--- config.mk ---
export PLATFORM = sky130hd
export DESIGN_NAME = instruction_fetch_flat
export DESIGN_NICKNAME = d
export VERILOG_FILES = /design/src/rtl/instruction_fetch_pkg.sv /design/src/rtl/instruction_fetch_if.sv /design/src/rtl/instruction_fetch_program_counter.sv /design/src/rtl/instruction_fetch.sv /design/src/flat_wrapper.sv
export SDC_FILE = /design/constraint.sdc
export NUM_CORES = 1
export LEC_CHECK = 0
export ABC_AREA = 0
export CORE_MARGIN = 3
export CORE_UTILIZATION = 30
export CTS_CLUSTER_SIZE = 10
export DETAILED_ROUTE_END_ITERATION = 10
export GPL_ROUTABILITY_DRIVEN = 0
export SLEW_MARGIN = 20
export SYNTH_ARGS = -nofsm -noshare
export SYNTH_HDL_FRONTEND = slang
export SYNTH_SLANG_ARGS = --single-unit
--- constraint.sdc ---
create_clock -name i_clock -period 2.09 [get_ports i_clock]
set_clock_uncertainty 0.15 [all_clocks]
set_input_delay 0.209 -clock i_clock [delete_from_list [all_inputs] [get_ports i_clock]]
set_output_delay 0.209 -clock i_clock [all_outputs]
set_load 0.01 [all_outputs]
--- src/rtl/instruction_fetch_pkg.sv ---
// -----------------------------------------------------------------------------
// instruction_fetch_pkg
// Purpose : shared widths, constants, fetch FSM encoding and the modular
//           address-increment helper used by the instruction fetch stage.
// Ports   : none (package)
// -----------------------------------------------------------------------------
package instruction_fetch_pkg;

  localparam int ADDR_WIDTH = 14;
  localparam int DATA_WIDTH = 32;

  typedef logic [ADDR_WIDTH-1:0] addr_t;
  typedef logic [DATA_WIDTH-1:0] data_t;

  localparam addr_t RESET_VECTOR = 14'h0000;
  localparam data_t NOP_WORD     = 32'h0000_0000;

  typedef enum logic {
    FETCH_BOOT = 1'b0,
    FETCH_RUN  = 1'b1
  } fetch_state_e;

  // Word-address increment; wraps silently at 2^ADDR_WIDTH.
  function automatic addr_t addr_inc(input addr_t a);
    return a + addr_t'(1);
  endfunction

endpackage

--- src/rtl/instruction_fetch_if.sv ---
// -----------------------------------------------------------------------------
// instruction_fetch_if
// Purpose : bundles the fetch stage's control inputs, program-memory port and
//           IF/ID-facing outputs.
// Signals : stall, branch_valid, branch_target   (hazard unit / execute)
//           pmem_addr, pmem_data                  (sync-read program memory)
//           instruction_out, instruction_valid_out,
//           return_addr_out, take_branch_addr_out (to IF/ID register)
// Modports: master = fetch stage, slave = surrounding datapath / memory.
// -----------------------------------------------------------------------------
interface instruction_fetch_if;
  import instruction_fetch_pkg::*;

  logic  stall;
  logic  branch_valid;
  addr_t branch_target;
  addr_t pmem_addr;
  data_t pmem_data;
  data_t instruction_out;
  logic  instruction_valid_out;
  addr_t return_addr_out;
  logic  take_branch_addr_out;

  modport master (
    input  stall, branch_valid, branch_target, pmem_data,
    output pmem_addr, instruction_out, instruction_valid_out,
           return_addr_out, take_branch_addr_out
  );

  modport slave (
    output stall, branch_valid, branch_target, pmem_data,
    input  pmem_addr, instruction_out, instruction_valid_out,
           return_addr_out, take_branch_addr_out
  );

endinterface

--- src/rtl/instruction_fetch_program_counter.sv ---
// -----------------------------------------------------------------------------
// instruction_fetch_program_counter
// Purpose : program counter register with load / increment / hold.
//           Load has priority over increment; neither means hold.
// Ports   : i_clock, i_nreset (async active-low) ; i_load, i_load_value ;
//           i_inc ; o_pc (current value).
// -----------------------------------------------------------------------------
module instruction_fetch_program_counter
  import instruction_fetch_pkg::*;
(
  input  logic  i_clock,
  input  logic  i_nreset,
  input  logic  i_load,
  input  addr_t i_load_value,
  input  logic  i_inc,
  output addr_t o_pc
);

  addr_t r_pc;

  always_ff @(posedge i_clock or negedge i_nreset) begin
    if (!i_nreset) begin
      r_pc <= RESET_VECTOR;
    end else if (i_load) begin
      r_pc <= i_load_value;
    end else if (i_inc) begin
      r_pc <= addr_inc(r_pc);
    end
  end

  assign o_pc = r_pc;

endmodule

--- src/rtl/instruction_fetch.sv ---
// -----------------------------------------------------------------------------
// instruction_fetch
// Purpose : IF stage. Owns the PC, issues addresses to a synchronous-read
//           program memory and presents the returned word, its return address
//           and a first-word-at-branch-target flag to the IF/ID register.
// Ports   : i_clock   - system clock, rising edge
//           i_nreset  - asynchronous active-low reset
//           bus       - instruction_fetch_if.master (control, memory, IF/ID)
// -----------------------------------------------------------------------------
module instruction_fetch
  import instruction_fetch_pkg::*;
(
  input  logic                  i_clock,
  input  logic                  i_nreset,
  instruction_fetch_if.master   bus
);

  fetch_state_e r_state, w_state_next;
  addr_t        r_fetch_pc, w_fetch_pc_next;   // address of word on pmem_data
  logic         r_data_valid, w_data_valid_next;
  logic         r_redirected, w_redirected_next;

  logic  w_pc_load;
  logic  w_pc_inc;
  addr_t w_pc_load_value;
  addr_t w_pc;
  addr_t w_pmem_addr;
  logic  w_present;

  instruction_fetch_program_counter u_pc (
    .i_clock      (i_clock),
    .i_nreset     (i_nreset),
    .i_load       (w_pc_load),
    .i_load_value (w_pc_load_value),
    .i_inc        (w_pc_inc),
    .o_pc         (w_pc)
  );

  always_ff @(posedge i_clock or negedge i_nreset) begin
    if (!i_nreset) begin
      r_state      <= FETCH_BOOT;
      r_fetch_pc   <= RESET_VECTOR;
      r_data_valid <= 1'b0;
      r_redirected <= 1'b0;
    end else begin
      r_state      <= w_state_next;
      r_fetch_pc   <= w_fetch_pc_next;
      r_data_valid <= w_data_valid_next;
      r_redirected <= w_redirected_next;
    end
  end

  always_comb begin
    w_state_next      = r_state;
    w_fetch_pc_next   = r_fetch_pc;
    w_data_valid_next = r_data_valid;
    w_redirected_next = r_redirected;
    w_pc_load         = 1'b0;
    w_pc_inc          = 1'b0;
    w_pc_load_value   = addr_inc(bus.branch_target);
    w_pmem_addr       = w_pc;

    case (r_state)
      FETCH_BOOT: begin
        // Control inputs are ignored until the reset-vector read is in flight.
        w_pmem_addr       = RESET_VECTOR;
        w_state_next      = FETCH_RUN;
        w_fetch_pc_next   = RESET_VECTOR;
        w_pc_load         = 1'b1;
        w_pc_load_value   = addr_inc(RESET_VECTOR);
        w_data_valid_next = 1'b1;
        w_redirected_next = 1'b0;
      end
      FETCH_RUN: begin
        if (bus.branch_valid) begin
          // Redirect wins over stall: issue the target straight to memory.
          w_pmem_addr       = bus.branch_target;
          w_fetch_pc_next   = bus.branch_target;
          w_pc_load         = 1'b1;
          w_data_valid_next = 1'b1;
          w_redirected_next = 1'b1;
        end else if (bus.stall) begin
          // Re-read the word being presented so pmem_data stays unchanged.
          w_pmem_addr = r_fetch_pc;
        end else begin
          w_pmem_addr       = w_pc;
          w_fetch_pc_next   = w_pc;
          w_pc_inc          = 1'b1;
          w_redirected_next = 1'b0;
        end
      end
      default: begin
        w_state_next = FETCH_BOOT;
      end
    endcase
  end

  // The word in flight during a redirect is the wrong-path word: squash it.
  assign w_present = r_data_valid && !bus.branch_valid;

  assign bus.pmem_addr             = w_pmem_addr;
  assign bus.instruction_out       = w_present ? bus.pmem_data : NOP_WORD;
  assign bus.instruction_valid_out = w_present;
  assign bus.return_addr_out       = addr_inc(r_fetch_pc);
  assign bus.take_branch_addr_out  = r_redirected && r_data_valid;

endmodule

--- src/flat_wrapper.sv ---
// flat-port wrapper written by rule: the top's interface ports become plain ports
module instruction_fetch_flat import instruction_fetch_pkg::*;
  (i_clock, i_nreset, bus_stall, bus_branch_valid, bus_branch_target, bus_pmem_data, bus_pmem_addr, bus_instruction_out, bus_instruction_valid_out, bus_return_addr_out, bus_take_branch_addr_out);
  instruction_fetch_if bus_i ();
  input  logic i_clock;
  input  logic i_nreset;
  input wire logic [$bits(bus_i.stall)-1:0] bus_stall;
  input wire logic [$bits(bus_i.branch_valid)-1:0] bus_branch_valid;
  input wire logic [$bits(bus_i.branch_target)-1:0] bus_branch_target;
  input wire logic [$bits(bus_i.pmem_data)-1:0] bus_pmem_data;
  output wire logic [$bits(bus_i.pmem_addr)-1:0] bus_pmem_addr;
  output wire logic [$bits(bus_i.instruction_out)-1:0] bus_instruction_out;
  output wire logic [$bits(bus_i.instruction_valid_out)-1:0] bus_instruction_valid_out;
  output wire logic [$bits(bus_i.return_addr_out)-1:0] bus_return_addr_out;
  output wire logic [$bits(bus_i.take_branch_addr_out)-1:0] bus_take_branch_addr_out;
  assign bus_i.stall = bus_stall;
  assign bus_i.branch_valid = bus_branch_valid;
  assign bus_i.branch_target = bus_branch_target;
  assign bus_i.pmem_data = bus_pmem_data;
  assign bus_pmem_addr = bus_i.pmem_addr;
  assign bus_instruction_out = bus_i.instruction_out;
  assign bus_instruction_valid_out = bus_i.instruction_valid_out;
  assign bus_return_addr_out = bus_i.return_addr_out;
  assign bus_take_branch_addr_out = bus_i.take_branch_addr_out;
  instruction_fetch u_core (.i_clock(i_clock), .i_nreset(i_nreset), .bus(bus_i));
endmodule
Word-level counts from Yosys, hierarchy flattened. Index checks and enable logic that the tools add are counted.

Register bits after elaboration: 31. Bits in latches: 0. RAM bits: 0. ROM bits: 0. Bits of input ports: 50. Output and inout bits: 62. Word-level logic and storage cells: 32. Memories: 0.

Add/sub/neg operators: 3. $mul: 0. Divide/modulo/power cells: 0. Order comparisons: 0. Eq/ne operators: 2. Shift-type cells: 0. Multiplexer cells: 17. Bitwise logic cells: 1. Reduce and logical (&&, ||, !) cells: 4.

Operators by type and width (number): $mux 14 (5); $add 14x1->14 const B (3); $mux 32 (1); $pmux 14 s2 (1); $mux 1 (7); $pmux 1 s2 (3); $ne 3x3->1 const B (1); $logic_and 1x1->1 (2); $ne 2x2->1 const B (1); $reduce_bool 2->1 (1); $logic_not 1->1 (1); $not 1->1 (1).

Longest topological paths before layout.
Depth in word-level cells: 5. Mapped depth: 6. Mapped depth without buffers: 6.

By module. Synthesis repeated with hierarchy kept, for this count alone.

Cells, all modules: 288. Area, all modules: 2467.4 sq um.

By module, submodules not included: instruction_fetch (times used 1, cells each 200, area each 1624.1 sq um, sequential area each 425.4 sq um); instruction_fetch_program_counter (times used 1, cells each 88, area each 843.3 sq um, sequential area each 350.3 sq um).

Least setup slack after synthesis. Ideal clock, no wire load.

Path type: register -> register. From: register u_core.u_pc.r_pc[0] (netlist: u_core.u_pc.o_pc[0]). To: register u_core.u_pc.r_pc[10] (netlist: u_core.u_pc.o_pc[10]). Library setup time: 0.120 ns. Arrival: 1.388 ns. Required time: 1.820 ns. Path slack: 0.432 ns. Stages on the path, launching flop included: 7. Buffers on the path: 0. Clock period less this slack: 1.658 ns. Cell sequence: dfrtp_1 > ha_1 > nand3_1 > or3_1 > nor2_1 > xor2_1 > o211a_1.

Word-level cells in the longest chain between the ends: 3.

RTL lines: start, declared (line instruction_fetch_program_counter.sv:19) `addr_t r_pc;`; start signal, assigned (line instruction_fetch_program_counter.sv:25) `r_pc <= i_load_value;`; start signal, assigned (line instruction_fetch_program_counter.sv:27) `r_pc <= addr_inc(r_pc);`; $add 14x1->14 (line instruction_fetch_pkg.sv:25) `return a + addr_t'(1);`; $mux 14 (line instruction_fetch_program_counter.sv:26) `end else if (i_inc) begin`; $mux 14 (line instruction_fetch_program_counter.sv:24) `end else if (i_load) begin`.

Every way passes these cells. The select of a mux whose other input is x is not followed. A chain may end at the register's enable or synchronous reset.

Final worst setup path.
From: register u_core.r_fetch_pc[3]. To: output bus_pmem_addr[3].

Word-level cells in the longest chain between the ends: 3.

RTL lines: start, declared (line instruction_fetch.sv:19) `addr_t r_fetch_pc, w_fetch_pc_next;`; start signal, assigned (line instruction_fetch.sv:47) `r_fetch_pc <= w_fetch_pc_next;`; $mux 14 (line instruction_fetch.sv:82) `end else if (bus.stall) begin`; $mux 14 (line instruction_fetch.sv:75) `if (bus.branch_valid) begin`; $pmux 14 s2 (line instruction_fetch.sv:63) `case (r_state)`; end, declared (line flat_wrapper.sv:11) `output wire logic [$bits(bus_i.pmem_addr)-1:0] bus_pmem_addr;`.

Every way passes these cells.

==> results.json <==
{
  "cts_inserted_buffers": 5,
  "final-max-slew-violation-count": 0,
  "worst_setup_path_start_kind": "flop",
  "yosys-top-cells-area": "dfrtp_1 34%, and2_1 8.9%, xnor2_1 7.6%",
  "die_x_um": 93.75,
  "switching_share_pct": 30.35,
  "synth_compound_area_share_pct": 15.33,
  "period_share_pct": 94.10,
  "clk_latency_ns": 0.29,
  "crit_chain": "buf_4 > mux2i_1 > nand2_1 > o211a_1 > clkdlybuf4s50_1",
  "htree_levels": 2,
  "antenna_left": 0,
  "grt_overflow": 0,
  "crit_required_ns": 1.73,
  "synth_fa_ha_area_share_pct": 1.625,
  "synth_top_family_by_area": "simple AND/OR/NAND/NOR gates",
  "design_area_um2": 3821,
  "synth-simple-area-share_pct": 28.17,
  "end_kind": "output port",
  "outcome": "completed",
  "tritoncts": "built",
  "power_report.internal_total_w": 0.001187,
  "p_leak_nw": 1.952,
  "grt_pass1_wl_mm": 12.40,
  "wl_per_cell_um": 14.97,
  "synth_edf_count": 0,
  "crit_type": "flop to output port",
  "final_nets": 458,
  "place_area_um2": 3782,
  "vias": 2381,
  "place_ws_ns": -0.1547,
  "pin_count": 112,
  "synth.top_cell.area_share_pct": 33.59,
  "clkPwrFrac_pct": 27.6,
  "comb_power_share_pct": 32.2,
  "p_per_area_nw_per_um2": 445.9,
  "drtPass1Iterations": 4,
  "async_flop_share_pct": 100.0,
  "cp.arrival_ns": 1.61,
  "slowest_stage": "clkdlybuf4s50_1",
  "reg2reg_setup_slack_ns": 0.28,
  "synthMuxAreaShare_pct": 6.067,
  "hold_viol": 0,
  "setup_slack_ns": 0.1233,
  "pwr-share-seq_pct": 40.3,
  "antenna_found_initial": 0,
  "root_buffer": "clkbuf_8",
  "die_area_um2": 8788,
  "viasPerCell": 4.715,
  "cts_sinks": 31,
  "dp_hpwl_mm": 6.040,
  "nFillCells": 705,
  "syn_inst": 263,
  "io_buffer_count": 111,
  "critical-path-top-delay-family": "buffers and inverters",
  "p_sw_w": 0.0005172,
  "hp-class": "input port to asynchronous set/reset pin",
  "die_height_um": 93.75,
  "synth_area_leader_cell": "dfrtp_1",
  "ir_drop_v": 0.0003446,
  "setup_viol": 0,
  "synth.avg_cell_area_um2": 8.782,
  "gr-usage-all-layers_pct": 17.80,
  "drive_gt1_share_pct": 15.02,
  "holdWs_ns": 0.1691,
  "grt_busiest_layer": "met2",
  "synth_fp_nets": 316,
  "synthDistinctLibCells": 45,
  "worstPathMaxFanout": 4,
  "synth_seq_cells": 31,
  "ctsHoldBuffers": 0,
  "area_growth_pct": 65.44,
  "rsz0062_at_grt": "no",
  "fin_crit_ns": 1.967,
  "grt_max_degree": 34,
  "core_um2": 7370,
  "cpPeakStageDelay_ns": 0.48,
  "drv_cap": 0,
  "grt_pass1_vias": 2453,
  "netlist_area_um2": 2310,
  "grt_util_met3_pct": 4.006,
  "wirelength_mm": 7.558,
  "std_cell_rows": 31,
  "yosys_warnings": 0,
  "clk_pin_slew_ns": 0.07,
  "ys_seq_area_share_pct": 33.59,
  "n_antenna_cell": 0,
  "ys_dominant_reg_cell": "dfrtp_1",
  "initial_core_util_pct": 31.34,
  "synthXorXnorAreaFrac_pct": 11.38,
  "cts_buffer_depth": 2,
  "grtUsageMet2_pct": 29.86,
  "use_met1_pct": 23.71,
  "max_freq_ghz": 0.5085,
  "crit_buf_inv": 2,
  "route.detailed.drc": 0,
  "initialDrtViolationCount": 98
}
[power groups by stage]
| stage | Clock, W | Combinational [W] | Sequential (W) |
|---|---|---|---|
| 4_1_cts | 0.000486 | 0.000560 | 0.000686 |
| 3_5_place_dp | 0 | 0.000595 | 0.000697 |
| 3_3_place_gp | 0 | 0.000591 | 0.000696 |
| 6_report | 0.000470 | 0.000548 | 0.000686 |
| 2_1_floorplan | 0 | 0.000234 | 0.000685 |
| 5_1_grt | 0.000512 | 0.000601 | 0.000693 |
[synthesized netlist by cell type (2+ instances only)]
library cell  number
o22ai_1            3
dfrtp_1           31
nand2_1           31
nand2b_1           2
nand3_1           14
ha_1               3
o211a_1           16
or3_1              2
o21ai_0            5
nor2_1            12
and3_1             5
o21a_1             3
inv_1              6
xnor2_1           20
and2_1            33
nand4_1            3
clkbuf_1           9
and3_2             3
a41oi_1            2
nor2b_1            5
mux2i_1           14
nor3_1             3
a21oi_1            7
xor2_1            10
[what timing repair did]
item	CTS	global route
resized for setup	61	13
buffers inserted	1	0
cloned	1	0
endpoints found under the setup margin	56	9
[flip-flops by register name, summed over array words and instances (netlist names)]
name and cells:
u_core.u_pc.o_pc 14, u_core.r_state 1, u_core.r_data_valid 1, u_core.r_fetch_pc 14, u_core.r_redirected 1
[through the flow]
step           cells  TNS [ns]  utilization (%)   power, W
6_report         505         0            51.85   0.001704
5_1_grt          505         0            51.85   0.001807
4_1_cts          505         0            52.11   0.001732
3_5_place_dp     495    -5.391            51.32   0.001292
3_3_place_gp     495    -5.057            51.32   0.001288
2_1_floorplan    263         0                -  0.0009197
[placed cells by master (no fill, tap or decap), types with 2 or more instances in the layout]
cell type / n
a21oi_1: 7
a41oi_1: 2
and2_1: 33
and3_1: 4
and3_2: 4
buf_12: 3
buf_4: 33
clkbuf_1: 2
clkbuf_2: 6
clkbuf_8: 5
clkdlybuf4s50_1: 53
dfrtp_1: 30
dlygate4sd2_1: 50
dlymetal6s2s_1: 2
ha_1: 3
inv_1: 5
mux2i_1: 14
nand2_1: 31
nand2b_1: 2
nand3_1: 14
nand4_1: 3
nor2_1: 12
nor2b_1: 4
nor3_1: 3
o211a_1: 16
o21a_1: 3
o21ai_0: 5
o22ai_1: 3
or3_1: 2
xnor2_1: 20
xor2_1: 10
[logic make-up (layout without fill, tap and decap cells)]
kind of cell	count (synthesis)	after routing
adders and majority gates	3	3
and+or+nand+nor	120	120
other	1	1
xor gates and xnor gates	30	30
DFF	31	31
AOI/OAI and AO/OA	45	45
buffers and inverters	19	162
muxes	14	14
[path summary, 6_finish.rpt]
path                                 startpoint              endpoint  depth (start not counted)
max                        u_core.r_fetch_pc[3]      bus_pmem_addr[3]                          5
min                                    i_nreset  u_core.r_fetch_pc[5]                          2
max reg2reg                 u_core.u_pc.o_pc[1]  u_core.u_pc.o_pc[10]                          6
min reg2reg                 u_core.r_data_valid   u_core.r_data_valid                          1
max in group asynchronous              i_nreset   u_core.u_pc.o_pc[3]                          2
min in group i_clock        u_core.r_data_valid   u_core.r_data_valid                          1
[per-layer routing]
layer	wire length, um	share of wire, %
met5	0	0
met4	35	0.46
met3	500	6.6
met2	3631	48
met1	3391	45
[layout make-up]
type / instances / area (um2) / area share, %
clock buffer: 7 / 76.32 / 1.997
clock inverter: 1 / 5.005 / 0.1310
inverter: 6 / 22.52 / 0.5894
multi-input combinational: 213 / 1453 / 38.02
sequential: 31 / 777.0 / 20.33
tap: 99 / 123.9 / 3.242
timing repair buffer: 148 / 1364 / 35.69
Power figures use the tool's default switching activity.
